$ cat src/rtl/seq_shift_add_multiplier.sv
// 16x16 unsigned shift-add multiplier driving an external 16-bit adder, one partial product per clock.
// Latency: 17 cycles from the start edge to done; MUL_EARLY_TERM_EN finishes once the remaining multiplier bits are all zero.
// Backpressure: busy stalls the issuer, start is ignored while busy and accepted again in the done cycle.
module seq_shift_add_multiplier #(
  parameter int WIDTH      = 16,
  parameter int ITER_CNT_W = 4
) (
  input  logic                 clk,
  input  logic                 rst_n,
  input  logic                 start,
  input  logic [WIDTH-1:0]     multiplicand,
  input  logic [WIDTH-1:0]     multiplier,
  output logic                 busy,
  output logic                 done,
  output logic [2*WIDTH-1:0]   product,
  output logic [WIDTH-1:0]     add_in1,
  output logic [WIDTH-1:0]     add_in2,
  output logic                 add_cin,
  input  logic [WIDTH-1:0]     add_sum,
  input  logic                 add_carry
);

  typedef enum logic [1:0] {IDLE, BUSY, DONE} state_t;

  localparam logic [ITER_CNT_W-1:0] LAST_ITER = ITER_CNT_W'(WIDTH - 1);

  state_t                state_q, state_d;
  logic [WIDTH-1:0]      acc_hi_q, acc_hi_d;
  logic [WIDTH-1:0]      acc_lo_q, acc_lo_d;
  logic [WIDTH-1:0]      mcand_q, mcand_d;
  logic [ITER_CNT_W-1:0] count_q, count_d;
  logic                  busy_q, busy_d;
  logic                  done_q, done_d;

`ifdef MUL_EARLY_TERM_EN
  logic [WIDTH-1:0]      rem_q, rem_d;
  logic [ITER_CNT_W:0]   shift_amt;
  logic [2*WIDTH-1:0]    acc_aligned;
`endif

  // Adder inputs are held at zero outside BUSY so the shared adder stays quiet.
  always_comb begin
    add_in1 = '0;
    add_in2 = '0;
    if (state_q == BUSY) begin
      add_in1 = acc_hi_q;
      add_in2 = acc_lo_q[0] ? mcand_q : '0;
    end
  end

  assign add_cin = 1'b0;

  always_comb begin
    state_d  = state_q;
    acc_hi_d = acc_hi_q;
    acc_lo_d = acc_lo_q;
    mcand_d  = mcand_q;
    count_d  = count_q;
`ifdef MUL_EARLY_TERM_EN
    rem_d       = rem_q;
    shift_amt   = (ITER_CNT_W + 1)'(WIDTH) - {1'b0, count_q};
    acc_aligned = {acc_hi_q, acc_lo_q} >> shift_amt;
`endif
    case (state_q)
      IDLE, DONE: begin
        if (start) begin
          mcand_d  = multiplicand;
          acc_hi_d = '0;
          acc_lo_d = multiplier;
          count_d  = '0;
          state_d  = BUSY;
`ifdef MUL_EARLY_TERM_EN
          rem_d    = multiplier;
`endif
        end else begin
          state_d = IDLE;
        end
      end
      BUSY: begin
        // Carry-out lands in bit 31 of the right-shifted accumulator.
        {acc_hi_d, acc_lo_d} = {add_carry, add_sum, acc_lo_q[WIDTH-1:1]};
        count_d = count_q + 1'b1;
        if (count_q == LAST_ITER) state_d = DONE;
`ifdef MUL_EARLY_TERM_EN
        rem_d = rem_q >> 1;
        if (rem_q == '0) begin
          {acc_hi_d, acc_lo_d} = acc_aligned;
          count_d = count_q;
          rem_d   = rem_q;
          state_d = DONE;
        end
`endif
      end
      default: state_d = IDLE;
    endcase
    busy_d = (state_d == BUSY);
    done_d = (state_d == DONE);
  end

  always_ff @(posedge clk or negedge rst_n) begin
    if (!rst_n) begin
      state_q  <= IDLE;
      acc_hi_q <= '0;
      acc_lo_q <= '0;
      mcand_q  <= '0;
      count_q  <= '0;
      busy_q   <= 1'b0;
      done_q   <= 1'b0;
`ifdef MUL_EARLY_TERM_EN
      rem_q    <= '0;
`endif
    end else begin
      state_q  <= state_d;
      acc_hi_q <= acc_hi_d;
      acc_lo_q <= acc_lo_d;
      mcand_q  <= mcand_d;
      count_q  <= count_d;
      busy_q   <= busy_d;
      done_q   <= done_d;
`ifdef MUL_EARLY_TERM_EN
      rem_q    <= rem_d;
`endif
    end
  end

  assign busy    = busy_q;
  assign done    = done_q;
  assign product = {acc_hi_q, acc_lo_q};

endmodule

$ cat config.mk
export PLATFORM = sky130hd
export DESIGN_NAME = seq_shift_add_multiplier
export DESIGN_NICKNAME = d
export VERILOG_FILES = /design/src/rtl/seq_shift_add_multiplier.sv
export SDC_FILE = /design/constraint.sdc
export NUM_CORES = 1
export LEC_CHECK = 0
export BUFFER_PORTS_ARGS = -buffer_cell sky130_fd_sc_hd__buf_2
export CAP_MARGIN = 20
export CORE_MARGIN = 4
export CORE_UTILIZATION = 46
export DETAILED_ROUTE_END_ITERATION = 10
export PLACE_DENSITY = 0.8
export RECOVER_POWER = 25
export SYNTH_ARGS = -nofsm -noshare
export SYNTH_HDL_FRONTEND = slang
export SYNTH_SLANG_ARGS = --single-unit
$ cat constraint.sdc
create_clock -name clk -period 1.6 [get_ports clk]
set_input_delay 0.24 -clock clk [delete_from_list [all_inputs] [get_ports clk]]
set_output_delay 0.24 -clock clk [all_outputs]
set_load 0.01 [all_outputs]
* Word level (Yosys, flattened, before mapping)
Index checks and enable logic that the tools add are counted.
** Storage, ports and cells
- Input port bits :: 52
- Bits in latches :: 0
- Word-level logic and storage cells :: 31
- Register bits after elaboration :: 56
- Memory bits (writable) :: 0
- Memories kept :: 0
- Output and inout bits :: 67
- ROM bits :: 0
** Operators by class
- Order comparisons :: 0
- Bitwise operators :: 0
- Shifts and indexed selects :: 0
- Divide/modulo/power cells :: 0
- Equal/unequal tests :: 6
- Add/sub/neg operators :: 1
- Muxes and demuxes :: 12
- Reductions and logical operators :: 5
- Multipliers :: 0
** Operators with widths (number)
- 16-bit two-way mux :: 5
- 16-bit one-hot mux with 2 select lines :: 2
- 4-bit one-hot mux with 2 select lines :: 1
- 4-bit by 1-bit adder with 4-bit output (second input constant) :: 1
- 2-bit by 1-bit == test with 1-bit output (second input constant) :: 2
- 2-bit == test (second input constant) :: 2
- 4-bit == test (second input constant) :: 1
- 4-bit two-way mux :: 1
- 2-bit one-hot mux with 2 select lines :: 1
- 2-bit AND reduction :: 2
- 2-bit zero test :: 1
- 2-bit two-way mux :: 1
- 2-bit != test (second input constant) :: 1
- 2-bit nonzero test :: 1
- 2-bit OR reduction :: 1
- 1-bit two-way mux :: 1

* Longest topological paths before layout
Gate-level depths: netlist of the first run.
- Depth after elaboration :: 4
- Depth in mapped cells :: 5

* Worst setup path after synthesis of the first run
No wires, ideal clock.
- Kind :: register to output
- Start point :: register state_q[1]
- End point :: output port add_in1[0]
- Cell stages (with the launch flop) :: 5
- Required time :: 1.360 ns
- Path slack :: 0.331 ns
- Buffers on the path :: 2
- Arrival time :: 1.029 ns
- Path through :: dfrtp_1 > nor2b_4 > buf_6 > clkbuf_1 > and2_1
** Between the ends
- Word-level cells in the longest chain between the ends :: 2
** RTL lines
- start, declared :: line 27 : state_t state_q, state_d;
- start signal, assigned :: line 113 : state_q <= state_d;
- 2-bit by 1-bit == test with 1-bit output :: line 45 : if (state_q == BUSY) begin
- 16-bit two-way mux :: line 45
- end, declared :: line 16 : output logic [WIDTH-1:0] add_in1,
Every way passes these cells.

* Worst setup path after layout of the first run
- Start point :: register state_q[1]
- End point :: output port add_in2[2]
** Between the ends
- Word-level cells in the longest chain between the ends :: 2
** RTL lines
- 2-bit by 1-bit == test with 1-bit output :: line 45
- 16-bit two-way mux :: line 45
- end, declared :: line 17 : output logic [WIDTH-1:0] add_in2,
Every way passes these cells.

==> out/summary.txt, run 1 <==
Status: complete, but fails checks
Failing checks: negative setup slack
Clock transition at the registers of the reported paths: 90 ps
Rows: 26
Worst Tran Pin Value: 748 ps
Clock skew: 10.5 ps
Commonest non-fill, non-tap cell in the layout: buf_2
Multi-input logic area: 955 um^2
P_leak: 1.79 nW
CP Data Required Time: 1360 ps
Num ports: 119
Final Slew Violations: 0
Largest net degree at the start of global routing: 57
Routed WL per cell: 15.6 um
HPWL after DPL: 3910 um
Initial Utilization: 47.8%
Fill cells: 440
DRT iter0 DRCs: 113
Yosys reg bits: 56
CP startpoint kind: flip-flop
DRC viols: 0
P_sw: 2.43 mW
# diodes: 0
Die footprint: 6570 um^2
Vias per Instance: 5.08
Post-Syn Area: 2460 um^2
Cell Pwr Density: 2020 nW/um^2
Design Power: 6.56 mW
Final #Nets: 360
Area growth syn-to-layout: 32.0%
Period utilization: 101%
Sw Ratio: 37.1%
Core Footprint: 5140 um^2
R2r setup slk: 60 ps
Overall routing resource usage: 18.5%
Register area share after synthesis: 57.1%
CP Cell Sequence: nor2b_4 -> buf_6 -> and3_1 -> buf_2
Max Freq: 616 MHz
Storage element area: 1400 um^2
Syn_area_per_cell: 13.0 um^2
CTS sink cnt: 56
Part of the power in registers: 39.0%
Total negative setup slack: -44.1 ps
Logic pwr share: 50.2%
Crit. End Element: output port
Die H: 81.1 um
Syn Nets: 242
Share of cells above drive strength 1: 50.5%
Initial antenna violation count: 0
Htree depth: 2
Worst VDD drop: 0.900 mV
Global-route wire length before repair: 9430 um
RSZ-0062 raised after global routing: yes
Crit-path slowest cell: dfrtp_1
Yosys warning count: 0
CP max stage delay: 420 ps
Via count: 1916
Arr. time, crit path: 1380 ps
Crit path kind: reg2out
Die span in x: 81.1 um
CTS buffer count: 5
Max-cap violation count: 0
PortBufs: 117
Worst slew margin: 50.2%
Synth cell types: 24
Antenna-violating nets left: 0
Overflow after GRT: 0
Vias in the first global route: 2015
Most frequent cells in the layout: buf_2, dfrtp_1, a22o_1
Root Driver: clkbuf_8
Clock Path Buffers: 2
Drt pass-1 iters: 4
CTS tree: done
Endpoints failing hold: 0
Hold Path Class: in2reg
WL final: 5870 um
Final WS setup: -23.8 ps
GPL Wtd Cong: 0.684
CP Max Fanout: 16
Syn Inst Count: 189
Setup violators final: 3
Internal power: 4.13 mW
Clock group share of total power: 10.9%
Fin crit period: 1620 ps
Clk_lat worst skew: 300 ps
[per-layer routing]
layer,wire [um],track usage [%],share of wire [%]
met1,2480,22.7,42
met2,2920,32.3,50
met3,436,5.32,7.4
met4,32,4.05,0.55
met5,0,0,0
[state kept, by name, summed over array words and instances, names as in the netlist]
name and flops:
acc_hi_q 16, acc_lo_q 16, mcand_q 16, count_q 4, state_q 2, busy 1, done 1
[metrics by stage]
stage | util (%) | cells | cell area [um^2] | hold slack, ps | setup slack, ps
6_report | 63.1 | 377 | 3240 | 157 | -23.8
5_1_grt | 63.1 | 377 | 3240 | 137 | -112
4_1_cts | 63.1 | 376 | 3240 | 145 | -22.6
3_5_place_dp | 60.2 | 364 | 3090 | 263 | 78.5
3_3_place_gp | 60.2 | 364 | 3090 | 258 | 109
2_1_floorplan | - | 189 | 2460 | -55.6 | 331
[logic make-up after synthesis]
family                   after synthesis  share of synthesized area (%)
multiplexers                          21                           9.53
AO/OA/AOI/OAI                         50                           16.8
other                                  1                          0.153
AND/OR/NAND/NOR                       42                           11.0
adder cells (fa/ha/maj)                1                          0.509
buffers and inverters                 18                           4.99
flip-flops                            56                           57.1
[path summary, 6_finish.rpt]
check,start,end,cells after the start
hold reg to reg,count_q[2],count_q[2],1
setup reg to reg,state_q[0],mcand_q[1],4
hold / removal,add_sum[0],acc_lo_q[15],3
min in group asynchronous,rst_n,mcand_q[3],3
setup / recovery,state_q[1],add_in2[2],4
max in group asynchronous,rst_n,acc_lo_q[15],3
[power by group through the flow]
stage	clock network [mW]	registers (mW)	logic (mW)
4_1_cts	0.747	2.56	3.31
2_1_floorplan	0	2.65	1.94
5_1_grt	0.810	2.66	3.61
6_report	0.713	2.56	3.29
3_5_place_dp	0	2.58	3.13
3_3_place_gp	0	2.56	3.04
[area by class of cell]
cell class / count / area share, %
multi-input cells: 116 / 29.4
clock inverters: 1 / 0.154
inverters: 1 / 0.116
clock buffers: 6 / 2.24
flip-flops and latches: 56 / 43.2
well taps: 70 / 2.70
repair buffers: 127 / 22.1
[synthesized netlist by cell type]
master	instances	share of area (%)
o21ai_1	1	0.20
clkbuf_1	2	0.31
nand3_1	1	0.20
and3_1	16	4.1
mux2i_1	2	0.82
a22o_1	32	11
conb_1	1	0.15
dfrtp_1	56	57
ha_1	1	0.51
mux2_2	19	8.7
and2_1	16	4.1
nor2_4	1	0.46
nor2_1	1	0.15
nor3b_1	2	0.61
clkbuf_2	2	0.41
buf_2	3	0.61
buf_4	7	2.1
nor2b_1	1	0.25
a21o_1	17	5.2
inv_1	1	0.15
nand2_1	2	0.31
buf_6	3	1.4
nor2b_4	1	0.56
nand4_1	1	0.25
[critical path, delay by kind of cell, from the launching register on]
kind                   cells  cell delay (ps)
DFF                        1              420
and+or+nand+nor            2              350
buffers and inverters      2              320
[timing repair]
| item | in CTS | in global routing |
|---|---|---|
| resized for setup | 2 | 1 |
| hold endpoints to repair | 56 | 0 |
| buffers inserted | 3 | 0 |
| hold buffers | 1 | 0 |
| setup endpoints to repair | 32 | 65 |
| pin swaps | 1 | 1 |
| gates cloned | 1 | 1 |
No activity file was read; power rests on OpenSTA's default activity.
==> run 2, diff against run 1 <==
--- a/config.mk
+++ b/config.mk
@@ -8,9 +8,9 @@
 export BUFFER_PORTS_ARGS = -buffer_cell sky130_fd_sc_hd__buf_2
 export CAP_MARGIN = 20
 export CORE_MARGIN = 4
-export CORE_UTILIZATION = 46
+export CORE_UTILIZATION = 45
 export DETAILED_ROUTE_END_ITERATION = 10
-export PLACE_DENSITY = 0.8
+export PLACE_DENSITY = 0.78
 export RECOVER_POWER = 25
 export SYNTH_ARGS = -nofsm -noshare
 export SYNTH_HDL_FRONTEND = slang
==> run 2 against run 1 <==
  * The flow still finishes with violations (negative setup slack)
  * Flip-flop and latch count unchanged
  * Setup slack got worse by 94 ps
  * First-iteration DRC count decreased by 42%
  * Final cell count increased by 2.7%
  * Clock-buffer cell count unchanged
  * Via count increased by 4.4%
  * Combinational power increased by 11%
  * Worst hold slack about the same
  * Clock skew decreased by 3.1 ps
  * Clock power increased by 2%
  * Critical path type unchanged
  * Largest power group unchanged
  * Highest routed layer unchanged
==> out/summary.txt, run 2 (synthesized netlist as in run 1, its figures left out) <==
Status: complete, but fails checks
Failing checks: negative setup slack
Final non-filler cell total: 387 (+2.7%)
Arr. time, crit path: 1480 ps (+100 ps)
Overall routing resource usage: 17.6% (-0.92 points)
DRC viols: 0 (unchanged)
Reg2reg end: count_q[2]
Overflow after GRT: 0 (unchanged)
Cells after DPL: 367 (+0.82%)
Initial antenna violation count: 0 (unchanged)
Reg2Reg Depth: 5 (+1)
CTS sink cnt: 56 (unchanged)
Clock Path Buffers: 2 (unchanged)
Worst VDD drop: 0.926 mV (+2.8%)
PortBufs: 117 (unchanged)
Vias in the first global route: 1955 (-3.0%)
# diodes: 0 (unchanged)
Die H: 81.9 um (+1.0%)
Vias per Instance: 5.17 (+1.7%)
Core Footprint: 5200 um^2 (+1.3%)
Period utilization: 107% (+5.9 points)
Final #Nets: 370 (+2.8%)
Total negative setup slack: -2680 ps (-2640 ps)
GPL Wtd Cong: 0.758 (+11%)
Hold_ws: 157 ps (-0.445 ps)
Clock transition at the registers of the reported paths: 100 ps (about the same)
Hold path depth: 2 (-1)
RSZ-0062 raised after global routing: yes
Num ports: 119 (unchanged)
Final Slew Violations: 0 (unchanged)
Die span in x: 81.9 um (+1.0%)
Fin crit period: 1720 ps (+94.2 ps)
Final WS setup: -118 ps (-94.2 ps)
CTS tree: done
Hold Path Class: in2reg
R2r setup slk: 80 ps (+20 ps)
Hold endpoint: mcand_q[0]
CP Max Fanout: 8 (-8)
CTS buffer count: 5 (unchanged)
Area growth syn-to-layout: 38.0%
Drt pass-1 iters: 4 (unchanged)
Via count: 2001 (+4.4%)
Root Driver: clkbuf_8
Antenna-violating nets left: 0 (unchanged)
DRT iter0 DRCs: 66 (-42%)
Max Freq: 582 MHz (-5.5%)
Worst slew margin: 65.6% (+15 points)
Biggest regs: acc_hi_q x16, acc_lo_q x16, mcand_q x16
Cell Pwr Density: 2040 nW/um^2 (+0.93%)
Worst Tran Pin Value: 516 ps (-231 ps)
Commonest non-fill, non-tap cell in the layout: buf_2
Global-route wire length before repair: 9160 um (-2.9%)
Setup violators final: 32 (+29)
Most frequent cells in the layout: buf_2, dfrtp_1, a22o_1
Routed WL per cell: 15.9 um (+2.0%)
Rows: 26 (unchanged)
CP Data Required Time: 1360 ps (about the same)
Worst reg2reg startpoint: state_q[1]
Initial Utilization: 47.2% (-0.60 points)
Htree depth: 2 (unchanged)
Clock skew: 7.47 ps (-3.07 ps)
P_leak: 1.85 nW (+3.3%)
Crit path kind: reg2out
WL final: 6150 um (+4.8%)
Die footprint: 6700 um^2 (+2.0%)
Largest net degree at the start of global routing: 35 (-39%)
CP startpoint kind: flip-flop
HPWL after DPL: 4010 um (+2.5%)
Max-cap violation count: 0 (unchanged)
Worst Hold Launch: multiplicand[0]
Crit. End Element: output port
Endpoints failing hold: 0 (unchanged)
Share of cells above drive strength 1: 53.3% (+2.8 points)
Clk_lat worst skew: 300 ps (about the same)
-- run 2: cell types whose count changed in the layout (fill, tap and decap cells not counted), moves of 2 or more --
cell / change
clkbuf_2: +3
and3_4: +2
and2_1: -2
clkbuf_16: +2
buf_4: +3
buf_6: +7
and2_4: +2
and3_1: -2
buf_2: -5
-- run 2: worst max path at each step --
stage	startpoint	slack [ps]	to
5_1_grt	state_q[1]	-200	add_in2[6]
4_1_cts	state_q[1]	-70	add_in1[3]
2_1_floorplan	state_q[1]	330	add_in1[0]
3_5_place_dp	state_q[0]	90	count_q[0]
3_3_place_gp	state_q[0]	120	count_q[0]
6_report	state_q[1]	-120	add_in2[0]
-- run 2: final cells by class --
| type | count | area (um^2) |
|---|---|---|
| tap | 70 | 87.6 |
| timing repair buffer | 137 | 853 |
| clock buffer | 6 | 72.6 |
| clock inverter | 1 | 5.00 |
| fill | 446 | 1820 |
| inverter | 1 | 3.75 |
| sequential | 56 | 1400 |
| multi-input combinational | 116 | 966 |
-- run 2: per-stage QoR --
stage / setup slack, ps / util [%] / area, um^2 / total power [mW]
floorplan: 331 / - / 2460 / 4.58
global placement: 118 / 59.9 / 3120 / 5.61
detailed placement: 89.3 / 59.9 / 3120 / 5.70
CTS: -66.3 / 62.7 / 3260 / 6.59
global route: -196 / 65.1 / 3390 / 7.43
finish: -118 / 65.1 / 3390 / 6.93
-- run 2: metal layers --
metal	track usage, %	wire length, um	vias up
li1	-	-	938
met1	22.3	2580	985
met3	3.84	401	6
met2	30.1	3110	72
met4	4.98	53	0
met5	0	0	-
-- run 2: repair_timing --
item / in CTS / in global routing
hold endpoints to repair: 16 / 0
pin swaps: 1 / 2
resized for setup: 6 / 17
buffers inserted: 5 / 4
gates cloned: 0 / 4
hold buffers: 1 / 0
endpoints found under the setup margin: 32 / 65
-- run 2: power breakdown --
group	total [mW]	switching (mW)	internal (mW)
sequential	2.56	0.480	2.08
combinational	3.64	1.64	2.00
clock	0.730	0.430	0.299
-- run 2: critical path: stages (launching register included) --
cell	delay (ps)
dfrtp_1	430
nor2b_4	280
buf_6	180
and3_4	190
buf_6	100
